## config.mk

```make
export PLATFORM = sky130hd
export DESIGN_NAME = npc_queue
export DESIGN_NICKNAME = d
export VERILOG_FILES = /design/src/rtl/npc_queue.sv
export SDC_FILE = /design/constraint.sdc
export NUM_CORES = 1
export LEC_CHECK = 0
export ABC_AREA = 1
export BUFFER_PORTS_ARGS = -buffer_cell sky130_fd_sc_hd__buf_2
export CAP_MARGIN = 20
export CORE_MARGIN = 1
export CORE_UTILIZATION = 35
export CTS_BUF_LIST = sky130_fd_sc_hd__clkbuf_4
export DETAILED_ROUTE_END_ITERATION = 6
export HOLD_SLACK_MARGIN = 0.02
export PLACE_DENSITY = 0.57
export SYNTH_ARGS = -nofsm -noshare
export SYNTH_HDL_FRONTEND = slang
export SYNTH_SLANG_ARGS = --single-unit
```

## constraint.sdc

```tcl
create_clock -name i_clk -period 8.6 [get_ports i_clk]
set_input_delay 1.72 -clock i_clk [delete_from_list [all_inputs] [get_ports i_clk]]
set_output_delay 1.72 -clock i_clk [all_outputs]
set_load 0.01 [all_outputs]
```

## src/rtl/npc_queue.sv

```systemverilog
// npc_queue: fetch-address queue between next-PC generation and the I-cache.
// Buffers predicted NPCs in local storage, presents the head to the I-cache,
// flags misaligned heads and applies backpressure when full.
// Optional feature macro: NPC_QUEUE_STATS_EN adds a saturating drop counter
// (o_drop_cnt) counting cycles where an NPC was offered while the queue was full.
module npc_queue #(
  parameter int ADDR_W       = 32,
  parameter int DEPTH        = 16,
  parameter int ALIGN_BITS   = 2,
  parameter int FALL_THROUGH = 1
) (
  input  logic                       i_clk,
  input  logic                       i_rst_n,
  input  logic                       i_npc_valid,
  input  logic [ADDR_W-1:0]          i_npc,
  output logic                       o_npc_ready,
  input  logic                       i_inn_stall,
  input  logic                       i_flush,
  output logic                       o_icache_valid,
  output logic                       o_misalign,
  output logic [ADDR_W-1:0]          o_npc,
  output logic                       o_full,
  output logic                       o_empty,
  output logic [$clog2(DEPTH):0]     o_usage
`ifdef NPC_QUEUE_STATS_EN
  ,
  output logic [15:0]                o_drop_cnt
`endif
);

  localparam int PTR_W = $clog2(DEPTH);
  localparam int CNT_W = PTR_W + 1;

  logic [PTR_W-1:0]  wr_ptr_q, wr_ptr_d;
  logic [PTR_W-1:0]  rd_ptr_q, rd_ptr_d;
  logic [CNT_W-1:0]  usage_q, usage_d;
  logic [ADDR_W-1:0] mem_q [DEPTH];

  logic              is_empty;
  logic              is_full;
  logic              fall_through;
  logic              push;
  logic              pop;
  logic              ft_pop;
  logic              wr_en;
  logic              head_valid;
  logic [ADDR_W-1:0] head_addr;

  // Handshake decode: a push into an empty queue can bypass storage entirely
  // when fall-through is enabled and the consumer takes it in the same cycle.
  always_comb begin
    is_empty     = (usage_q == '0);
    is_full      = (usage_q == CNT_W'(DEPTH));
    fall_through = (FALL_THROUGH != 0) && is_empty && i_npc_valid && !i_flush;
    push         = i_npc_valid && !is_full && !i_flush;
    pop          = !is_empty && !i_inn_stall;
    ft_pop       = fall_through && !i_inn_stall;
    wr_en        = push && !ft_pop;
    head_valid   = !is_empty || fall_through;
    head_addr    = fall_through ? i_npc : mem_q[rd_ptr_q];
  end

  // Next-state for pointers and occupancy; flush wins over any same-cycle push/pop.
  always_comb begin
    wr_ptr_d = wr_ptr_q;
    rd_ptr_d = rd_ptr_q;
    usage_d  = usage_q;
    if (i_flush) begin
      wr_ptr_d = '0;
      rd_ptr_d = '0;
      usage_d  = '0;
    end else begin
      if (wr_en) wr_ptr_d = wr_ptr_q + 1'b1;
      if (pop)   rd_ptr_d = rd_ptr_q + 1'b1;
      case ({wr_en, pop})
        2'b10:   usage_d = usage_q + 1'b1;
        2'b01:   usage_d = usage_q - 1'b1;
        default: usage_d = usage_q;
      endcase
    end
  end

  // Control state registers with synchronous active-low reset.
  always_ff @(posedge i_clk) begin
    if (!i_rst_n) begin
      wr_ptr_q <= '0;
      rd_ptr_q <= '0;
      usage_q  <= '0;
    end else begin
      wr_ptr_q <= wr_ptr_d;
      rd_ptr_q <= rd_ptr_d;
      usage_q  <= usage_d;
    end
  end

  // Entry storage; contents need no reset because occupancy gates visibility.
  always_ff @(posedge i_clk) begin
    if (i_rst_n && wr_en) begin
      mem_q[wr_ptr_q] <= i_npc;
    end
  end

  // Outputs are forced to their idle values while reset is asserted.
  always_comb begin
    o_empty        = !i_rst_n || is_empty;
    o_full         = i_rst_n && is_full;
    o_npc_ready    = !o_full;
    o_usage        = i_rst_n ? usage_q : '0;
    o_npc          = i_rst_n ? head_addr : '0;
    o_icache_valid = i_rst_n && head_valid && (head_addr[ALIGN_BITS-1:0] == '0);
    o_misalign     = i_rst_n && head_valid && (head_addr[ALIGN_BITS-1:0] != '0);
  end

`ifdef NPC_QUEUE_STATS_EN
  logic [15:0] drop_cnt_q, drop_cnt_d;

  // Saturating count of cycles where an offered NPC was refused for lack of space.
  always_comb begin
    drop_cnt_d = drop_cnt_q;
    if (i_flush) begin
      drop_cnt_d = '0;
    end else if (i_npc_valid && is_full && (drop_cnt_q != 16'hFFFF)) begin
      drop_cnt_d = drop_cnt_q + 16'd1;
    end
  end

  // Drop counter register, cleared by reset.
  always_ff @(posedge i_clk) begin
    if (!i_rst_n) begin
      drop_cnt_q <= '0;
    end else begin
      drop_cnt_q <= drop_cnt_d;
    end
  end

  assign o_drop_cnt = drop_cnt_q;
`endif

endmodule
```

Word-level counts from Yosys, hierarchy flattened
Memories as Yosys holds them, arrays and structs flattened. A register that Yosys moved wholly into a read port is not among the register bits. Cells that the tools add are included.

Output and inout port bits: 42. Memories kept: 1. Register bits: 13. RAM bits: 512. Input port bits: 37.

Bitwise gates (word level): 1. Mux-type cells: 8. Reductions and logical operators: 26. Eq/ne operators: 3. Add/subtract/negate cells: 4.

Memories: mem_q (words 16, bits a word 32, read ports 1, clocked after memory_dff 1, write ports 1, line 37) `logic [ADDR_W-1:0] mem_q [DEPTH];`.

Operator list (number): $mux W32 (2); $logic_and A1 B1 Y1 (12); $pmux W5 S2 (1); $add A4 B1 Y4 const B (2); $mux W4 (2); $logic_not A1 Y1 (7); $add A5 B1 Y5 const B (1); $eq A5 B5 Y1 const B (1); $logic_not A5 Y1 (1); $mux W5 (1); $sub A5 B1 Y5 const B (1); $reduce_bool A2 Y1 (2); $eq A2 B1 Y1 const B (1); $eq A2 B2 Y1 const B (1); $logic_not A2 Y1 (1); $logic_or A1 B1 Y1 (2); $mux W1 (2); $reduce_or A2 Y1 (1); $not A1 Y1 (1).

Depth between registers and ports, before layout
Gate-level depths: netlist (run 1).

Depth in word-level cells: 9. Depth in mapped cells: 16.

Least setup slack after synthesis (run 1)
No wires, ideal clock.

Path kind: input to register. From: input port i_npc_valid. To: memory mem_q[10][0] (enable). Stages: 6. Setup time: 0.461 ns. Path slack: 3.655 ns. Arrival time: 4.483 ns. Path through: inv_1 -> nor2_1 -> nand2_2 -> nor2_2 -> inv_2 -> nor3_1.

Cells in the longest elaborated chain, start to end: 8. Elaborated cells on any way between the ends: 10.

Ends and longest elaborated chain: start: declaration (line 14) `input logic i_npc_valid,`; $logic_and A1 B1 Y1 (2 in series) (line 54) `fall_through = (FALL_THROUGH != 0) && is_empty && i_npc_valid && !i_flush;`; $logic_and A1 B1 Y1 (line 57) `ft_pop = fall_through && !i_inn_stall;`; $logic_not A1 Y1 (line 58) `wr_en = push && !ft_pop;`; $logic_and A1 B1 Y1 * (line 58); $logic_and A1 B1 Y1 * (line 98) `if (i_rst_n && wr_en) begin`; $mux W1 * (line 98); $mux W1 (not written as such) * (line 99) `mem_q[wr_ptr_q] <= i_npc;`; end: declaration (line 37).

Every way passes the cells marked *; elsewhere a longest branch is shown, timed or not.

==> impl_metrics.yaml, run 1 <==
run_status:
  status: "complete, no violations"
timing:
  tns_ps: 0
  max_freq_mhz: 167.0
  hold-worst-slack_ps: 473.1
  hold_viol: 0
  finClkSkew_ps: 32.80
  fin_crit_sh_pct: 69.61
  tightest_slew_ps: 1124
  grt_setup_unrepaired: "false"
  max_slew_margin_pct: 24.97
  maxSlewViolCount: 0
  setup_viol: 0
  period_minus_slack_ps: 5986
synthesis:
  synth-seq-area-share_pct: 71.90
  syn-num-nets: 1904
  synth_area_per_cell_sq_um: 11.76
  ys.flop_type: "edfxtp_1"
  syn_area_sq_mm: 0.02186
  ys_warn_count: 0
  syn_inst: 1858
  ys_seq_elements: 529
  synth.distinct_cells: 28
  synth_async_sr_flop_share_pct: 0
  synth-edff-count: 512
clock_tree:
  cts_buffers: 139
  clkTransAtPathRegs_ps: 60
  postCtsHoldBufs: 0
  cts_sinks: 529
  clockBufferDepth: 3
  cts_resized: 0
  htreeDepth: 4
  post-cts-setup-buffers: 0
  clock_latency_ps: 850
  cts-root-buf: "clkbuf_4"
  cts_tree: "done"
cells_and_area:
  final_nets: 2044
  multi_input_area_sq_mm: 0.005309
  drive_gt1_share_pct: 17.83
  syn2layout_area_growth_pct: 13.63
  final-instance-count-excl-fill: 2930
  layout.area.seq_sq_mm: 0.01573
  fillerInstances: 5976
  final_cell_mix: "578 x nand2_1, 512 x edfxtp_1, 454 x nand3_1, 210 x clkbuf_4, 78 x buf_2"
  final_common_cell: "nand2_1"
detailed_routing:
  detail-route-antenna-nets: 0
  drt-initial-drc-count: 1311
  drt-pass1-iter-count: 6
  drcViolationCount: 0
  via_count: 14720
  vias_per_cell: 5.024
  wl_per_cell_um: 19.68
  drt-total-wl_mm: 57.65
global_route:
  grt_pass1_wl_mm: 86.31
  grt_max_degree: 109
  grt_pass1_vias: 14330
  grt_usage_pct: 18.28
  gr-total-overflow: 0
  grt_antenna_before_repair: 3
worst_hold_path:
  min_path_type: "flip-flop to flip-flop"
  hp-start: "rd_ptr_q[2]"
floorplanning:
  die_h_um: 251.9
  dieArea_sq_mm: 0.06345
  io-pin-count: 79
  num_rows: 91
  initial_utilization_pct: 35.42
  dieWidth_um: 251.9
  core_area_sq_mm: 0.06171
pwr:
  cellPowerDensity_mw_per_mm2: 218.2
  leakagePower_nw: 9.090
  vdd_drop_max_uv: 91.96
worst_setup_path:
  cp_max_fo: 107
  worstSetupStartpointType: "flip-flop"
  crit_path_end_kind: "primary output"
  critPathRequiredTime_ps: 6880
  reg2reg_from: "usage_q[2]"
  crit_arrival_ps: 4270
  crit_type: "flip-flop to primary output"
placement:
  portBuffers: 78
  dp_hpwl_mm: 27.83
  dp.cells: 2691
  gp_congestion: 0.7444
flow_run:
  maxCapViolCount: 0
[worst max-delay path, stage by stage (launching register included)]
cell     delay, ps
dfxtp_4        580
inv_6          770
buf_4          850
nand2_1        110
nand3_1        110
nand3_1         70
nand2_1        100
nand2_1         50
nand3_1        110
nand2_1         90
a21oi_1        250
buf_2          180
[logic make-up after synthesis]
| family | count (synthesis) | synth area share [%] |
|---|---|---|
| AO/OA/AOI/OAI | 80 | 1.855 |
| AND/OR/NAND/NOR | 1071 | 21.19 |
| flip-flops | 529 | 71.90 |
| XOR/XNOR | 7 | 0.3149 |
| buffers and inverters | 162 | 4.219 |
| adder cells (fa/ha/maj) | 9 | 0.5152 |
[report_power, final]
part	total (W)	leakage, nW	internal, W	switching [W]
Clock	0.00230	1.11	0.00131	0.000990
Sequential	0.00284	4.74	0.00283	0.00000884
Combinational	0.000275	3.24	0.0000760	0.000199
[final cells by class]
class	instances	share of cell area (%)
Sequential cell	529	63.32
Multi-Input combinational cell	1167	21.38
Clock buffer	210	6.348
Tap cell	837	4.217
Timing Repair Buffer	114	2.852
Clock inverter	25	1.139
Inverter	47	0.7406
Antenna cell	1	0.01008
[registers in the layout (all words and copies together) (netlist names), named ones only]
| signal | count |
|---|---|
| mem_q | 512 |
| wr_ptr_q | 4 |
| rd_ptr_q | 4 |
| usage_q | 5 |
[final timing paths]
kind	to	slack, ps	cells after the start
setup reg to reg	mem_q[9][12]	5580	8
hold / removal	flip-flop	470	2
setup / recovery	o_misalign	2610	11
hold reg to reg	flip-flop	470	2
[stage by stage]
step	total power (W)	setup WS [ps]	util, %	instance area, sq um
finish	0.005419	2614	40.24	24840
global route	0.005634	2209	40.24	24840
CTS	0.005475	2543	40.13	24770
detailed placement	0.003169	3199	37.12	22910
global placement	0.003165	3214	37.10	22900
floorplan	0.003067	3655	-	21860
[Yosys cell counts (15+ instances only)]
master	count	area share, %
nand3_1	454	10
inv_1	39	0.67
edfxtp_1	512	70
o21ai_0	33	0.76
clkbuf_1	17	0.29
nor2_1	17	0.29
nand2_1	578	9.9
buf_6	24	1.2
dfxtp_1	17	1.6
buf_4	23	0.79
buf_2	36	0.82
buf_1	15	0.26
a21oi_1	44	1.0
[layer usage]
layer | part of all wire (%) | track usage [%] | vias up
met2 | 47 | 29.85 | 580
met3 | 7.6 | 3.931 | 80
met1 | 44 | 24.61 | 7137
li1 | - | - | 6922
met4 | 1.5 | 4.970 | 0
met5 | 0 | 0 | -
Note: power is estimated with default switching activity, not from simulation.
==> run 2: changes to the inputs <==
ABC_AREA = 0   (was 1)
clock period = 5.6 ns   (was 8.6 ns; I/O delays follow)
==> impl_metrics.yaml, run 2 <==
run_status:
  status: "complete, no violations"
synthesis:
  synth_top_area_share_pct: 74.26
  syn_inst: 966
  yosysTopAreaCell: "edfxtp_1"
  ys_seq_elements: 529
  synth_area_per_cell_sq_um: 21.43
  synth-seq-area-share_pct: 75.90
  ys_warn_count: 0
  syn-num-nets: 1012
  synth_async_sr_flop_share_pct: 0
  ys.flop_type: "edfxtp_1"
  syn_area_sq_mm: 0.02070
  synth-edff-count: 512
  synth_common_cells: "512 x edfxtp_1, 124 x mux4_2, 61 x o22ai_1"
  synth.distinct_cells: 41
  yosysMostFrequentCell: "edfxtp_1"
  synthTopCellsByArea: "edfxtp_1 74%, mux4_2 13%, o22ai_1 1.8%"
timing:
  max_freq_mhz: 212.1
  hold-worst-slack_ps: 519.2
  maxSlewViolCount: 0
  max_slew_margin_pct: 31.01
  fin_crit_sh_pct: 84.18
  tightest_slew_ps: 1035
  finClkSkew_ps: 23.17
  hold_viol: 0
  period_minus_slack_ps: 4714
  tns_ps: 0
  setup_viol: 0
  grt_setup_unrepaired: "false"
worst_setup_path:
  crit_arrival_ps: 3590
  max_stage_delay_ps: 500
  crit_buf_inv: 2
  critical_path.cell_chain: "nor4_4 > nand3_4 > nand2_1 > buf_4 > o22ai_1 > a211oi_1 > buf_2"
  critPathTopFamily: "simple AND/OR/NAND/NOR gates"
  critPathRequiredTime_ps: 4480
  worstSetupStartpointType: "flip-flop"
  crit_path_end_kind: "primary output"
  cp_max_fo: 35
  crit_type: "flip-flop to primary output"
  cp_slowest_cell: "nand3_4"
detailed_routing:
  drcViolationCount: 0
  drt-total-wl_mm: 47.37
  vias_per_cell: 5.146
  wl_per_cell_um: 23.49
  drt-initial-drc-count: 702
  via_count: 10380
  detail-route-antenna-nets: 0
  drt-pass1-iter-count: 5
clock_tree:
  htreeDepth: 4
  cts-root-buf: "clkbuf_4"
  cts_tree: "done"
  clockBufferDepth: 3
  clock_latency_ps: 930
  post-cts-setup-buffers: 0
  postCtsHoldBufs: 0
  cts_sinks: 529
  clkTransAtPathRegs_ps: 60
  cts_buffers: 140
  cts_resized: 0
pwr:
  cellPowerDensity_mw_per_mm2: 325.8
  leakagePower_nw: 7.480
  vdd_drop_max_uv: 152.7
cells_and_area:
  drive_gt1_share_pct: 40.19
  syn2layout_area_growth_pct: 14.61
  final_cell_mix: "512 x edfxtp_1, 207 x clkbuf_4, 124 x mux4_2, 78 x buf_2, 61 x o22ai_1"
  top_register: "mem_q"
  final_nets: 1201
  fillerInstances: 5140
  final_core_util_pct: 40.90
  top_regs: "mem_q: 512 flops, usage_q: 5 flops"
  final_common_cell: "edfxtp_1"
  largest_reg_flops: 512
floorplanning:
  dieArea_sq_mm: 0.06013
  die_h_um: 245.2
  core_area_sq_mm: 0.05803
  num_rows: 88
  dieWidth_um: 245.2
  initial_utilization_pct: 35.68
  io-pin-count: 79
flow_run:
  maxCapViolCount: 0
global_route:
  grt_max_degree: 77
  grt_pass1_vias: 11130
  grt_pass1_wl_mm: 70.49
  grt_antenna_before_repair: 2
  grt_usage_pct: 16.42
  gr-total-overflow: 0
placement:
  dp_hpwl_mm: 25.79
  portBuffers: 78
  gp_congestion: 0.6886
worst_hold_path:
  min_path_type: "flip-flop to flip-flop"
-- run 2: cell types whose count changed in the layout (fill, tap and decap cells not counted), sizes merged, moves of 11 or more --
cell	delta
a211oi	+30
a21oi	-37
and2	+20
inv	-38
mux2	+31
mux2i	+19
mux4	+124
nand2	-572
nand3	-452
nor3	-11
o21ai	-29
o22ai	+61
-- run 2: final timing paths --
| check | end | cells after the start | slack [ps] | start |
|---|---|---|---|---|
| worst max-delay path | o_npc[2] | 7 | 890 | usage_q[1] |
| worst min-delay path | rd_ptr_q[3] | 2 | 520 | rd_ptr_q[3] |
| worst max register to register | mem_q[7][24] | 6 | 2560 | usage_q[1] |
| worst min register to register | rd_ptr_q[3] | 2 | 520 | rd_ptr_q[3] |
-- run 2: tightest hold or removal path: stages (launching register included) --
cell and delay, ps:
dfxtp_1 320, xor2_1 60, nor2_1 90
-- run 2: cell type report --
| cell class | count | area [sq um] | area share [%] |
|---|---|---|---|
| repair buffers | 105 | 630.6 | 2.657 |
| well taps | 765 | 957.2 | 4.034 |
| flip-flops and latches | 529 | 15730 | 66.27 |
| inverters | 8 | 30.03 | 0.1265 |
| clock inverters | 29 | 140.1 | 0.5905 |
| clock buffers | 207 | 1554 | 6.549 |
| multi-input cells | 371 | 4684 | 19.74 |
| diodes | 3 | 7.507 | 0.03164 |
-- run 2: logic make-up (layout without fill, tap and decap cells) --
logic type	after synthesis	count (layout)	share of synthesized area [%]
AOI/OAI and AO/OA	111	111	3.590
xor gates and xnor gates	10	10	0.4230
adders and majority gates	9	9	0.5439
buffers and inverters	66	349	1.620
DFF	529	529	75.90
muxes	174	174	16.09
other	0	3	0
and+or+nand+nor	67	67	1.831
-- run 2: stage by stage --
stage                     total power (W)  instances  area [sq um]  worst slack (ps)
final                            0.007730       2017         23730             886.1
after floorplan                  0.004493        966         20700              2307
after global routing             0.008071       2017         23730             449.9
after global placement           0.004589       1778         22030              1243
after detailed placement         0.004594       1778         22030              1160
after CTS                        0.007847       2014         23720             688.9
-- run 2: per-layer routing --
layer	GRT usage, %	wire length (um)
met1	21.68	21120
met2	25.20	22550
met3	5.806	3180
met4	5.386	524
met5	0	0
-- run 2: where the power goes --
part,switching [W],leakage (nW),internal [W]
clock network,0.00150,1.03,0.00172
logic,0.000118,1.70,0.0000454
registers,0.00000257,4.74,0.00434
==> run 3: changes to the inputs <==
PLACE_DENSITY = 0.59   (was 0.57)
clock period = 4.3 ns   (was 5.6 ns; I/O delays follow)
==> impl_metrics.yaml, run 3 (synthesis results as in run 2) <==
timing:
  setup_viol: 0
  tns_ps: 0
  max_freq_mhz: 242.5
  maxSlewViolCount: 0
  fin_crit_sh_pct: 95.89
  tightest_slew_ps: 698.9
  hold_viol: 0
  hold-worst-slack_ps: 259.5
  finClkSkew_ps: 47.06
  period_minus_slack_ps: 4123
  grt_setup_unrepaired: "false"
  max_slew_margin_pct: 53.41
detailed_routing:
  detail-route-antenna-nets: 0
  drt-total-wl_mm: 46.35
  drcViolationCount: 0
  wl_per_cell_um: 22.89
  drt-initial-drc-count: 821
  drt-pass1-iter-count: 4
  via_count: 10450
  vias_per_cell: 5.160
cells_and_area:
  top_register: "mem_q"
  final_cell_mix: "512 x edfxtp_1, 192 x clkbuf_4, 124 x mux4_2, 78 x buf_2, 61 x o22ai_1"
  top_regs: "mem_q: 512 flops, usage_q: 5 flops"
  final_common_cell: "edfxtp_1"
  syn2layout_area_growth_pct: 15.83
  largest_reg_flops: 512
  drive_gt1_share_pct: 40.53
  final_nets: 1217
  fillerInstances: 5119
  final_core_util_pct: 41.33
clock_tree:
  clkTransAtPathRegs_ps: 60
  cts_tree: "done"
  clockBufferDepth: 3
  postCtsHoldBufs: 0
  htreeDepth: 4
  cts_buffers: 139
  cts-root-buf: "clkbuf_4"
  clock_latency_ps: 940
  cts_sinks: 529
flow_run:
  maxCapViolCount: 0
global_route:
  grt_pass1_vias: 11230
  grt_use_met1_pct: 21.21
  grt_max_degree: 68
  gr-total-overflow: 0
  grt_usage_pct: 15.87
  grt_pass1_wl_mm: 69.15
  grt_antenna_before_repair: 2
  busiest_layer: "met2"
  grt_util_met2_pct: 24.47
  use_met3_pct: 4.188
pwr:
  vdd_drop_max_uv: 213.1
  design_power_total_w: 0.01004
  leakagePower_nw: 7.560
  cellPowerDensity_mw_per_mm2: 418.6
worst_setup_path:
  reg2reg_from: "usage_q[0]"
  crit_arrival_ps: 3260
  worst_r2r_endpoint: "usage_q[4]"
  crit_type: "flip-flop to primary output"
  worstSetupStartpointType: "flip-flop"
  rrSetupSlack_ps: 1280
  worst_r2r_path_depth: 10
  crit_path_end_kind: "primary output"
  critPathRequiredTime_ps: 3440
  cp_max_fo: 32
worst_hold_path:
  hold_end: "usage_q[3]"
  hp-start: "i_flush"
  worstHoldPathCells: 4
  min_path_type: "input port to flip-flop"
floorplanning:
  io-pin-count: 79
  die_h_um: 245.2
  core_area_sq_mm: 0.05803
  num_rows: 88
  dieWidth_um: 245.2
  initial_utilization_pct: 35.68
  dieArea_sq_mm: 0.06013
placement:
  portBuffers: 78
  gp_congestion: 0.7355
  dp_hpwl_mm: 26.34
run_status:
  status: "complete, no violations"
run 3: changes by cell type in the layout (fill, tap and decap cells not counted), moves of 2 or more:
cell / change
clkinv_2: -3
inv_2: +2
clkbuf_4: -15
buf_4: +4
clkinvlp_4: +3
buf_12: +12
run 3: worst max path at each step:
stage	end	slack [ps]	depth (start not counted)
floorplan	usage_q[4]	1270	11
detailed placement	o_npc[31]	720	8
global route	o_npc[3]	7	7
finish	o_npc[3]	180	6
global placement	o_npc[31]	780	8
CTS	o_npc[3]	50	6
run 3: what timing repair did:
action                     4_1_cts  5_1_grt
cloned                           0        0
buffers inserted                 1        1
setup endpoints to repair        7        2
pin swaps                        0        1
resized for setup                1        1
run 3: final cells by class:
class / instances / area [sq um] / share of cell area (%)
inverters: 8 / 30.03 / 0.1252
repair buffers: 122 / 928.4 / 3.871
multi-input cells: 371 / 4692 / 19.56
clock buffers: 192 / 1441 / 6.010
diodes: 4 / 10.01 / 0.04174
flip-flops and latches: 529 / 15730 / 65.57
well taps: 765 / 957.2 / 3.991
clock inverters: 34 / 197.7 / 0.8243
run 3: critical path, stage by stage (launching register included):
cell and delay [ps]:
dfxtp_4 570, buf_12 320, mux4_2 540, mux2_2 270
o22ai_1 250, a211oi_1 140, buf_2 180
run 3: power by group:
group          leakage, nW  switching (W)  internal [W]  total, W
combinational         1.84       0.000165     0.0000625  0.000227
clock                0.982        0.00199       0.00217   0.00416
sequential            4.74     0.00000333       0.00565   0.00566
run 3: through the flow:
step,cell area [sq um],worst slack (ps),cells
detailed placement,22280,715.0,1793
finish,23980,176.8,2025
CTS,23950,46.23,2020
floorplan,20700,1267,966
global route,23980,6.909,2024
global placement,22280,775.3,1793
run 3: routing by layer:
layer  part of all wire (%)  wire length (um)  vias up
met3                    5.6              2614       64
met2                     48             22160      294
met4                    1.8               828        0
met1                     45             20750     5504
met5                      0                 0        -
li1                       -                 -     4587
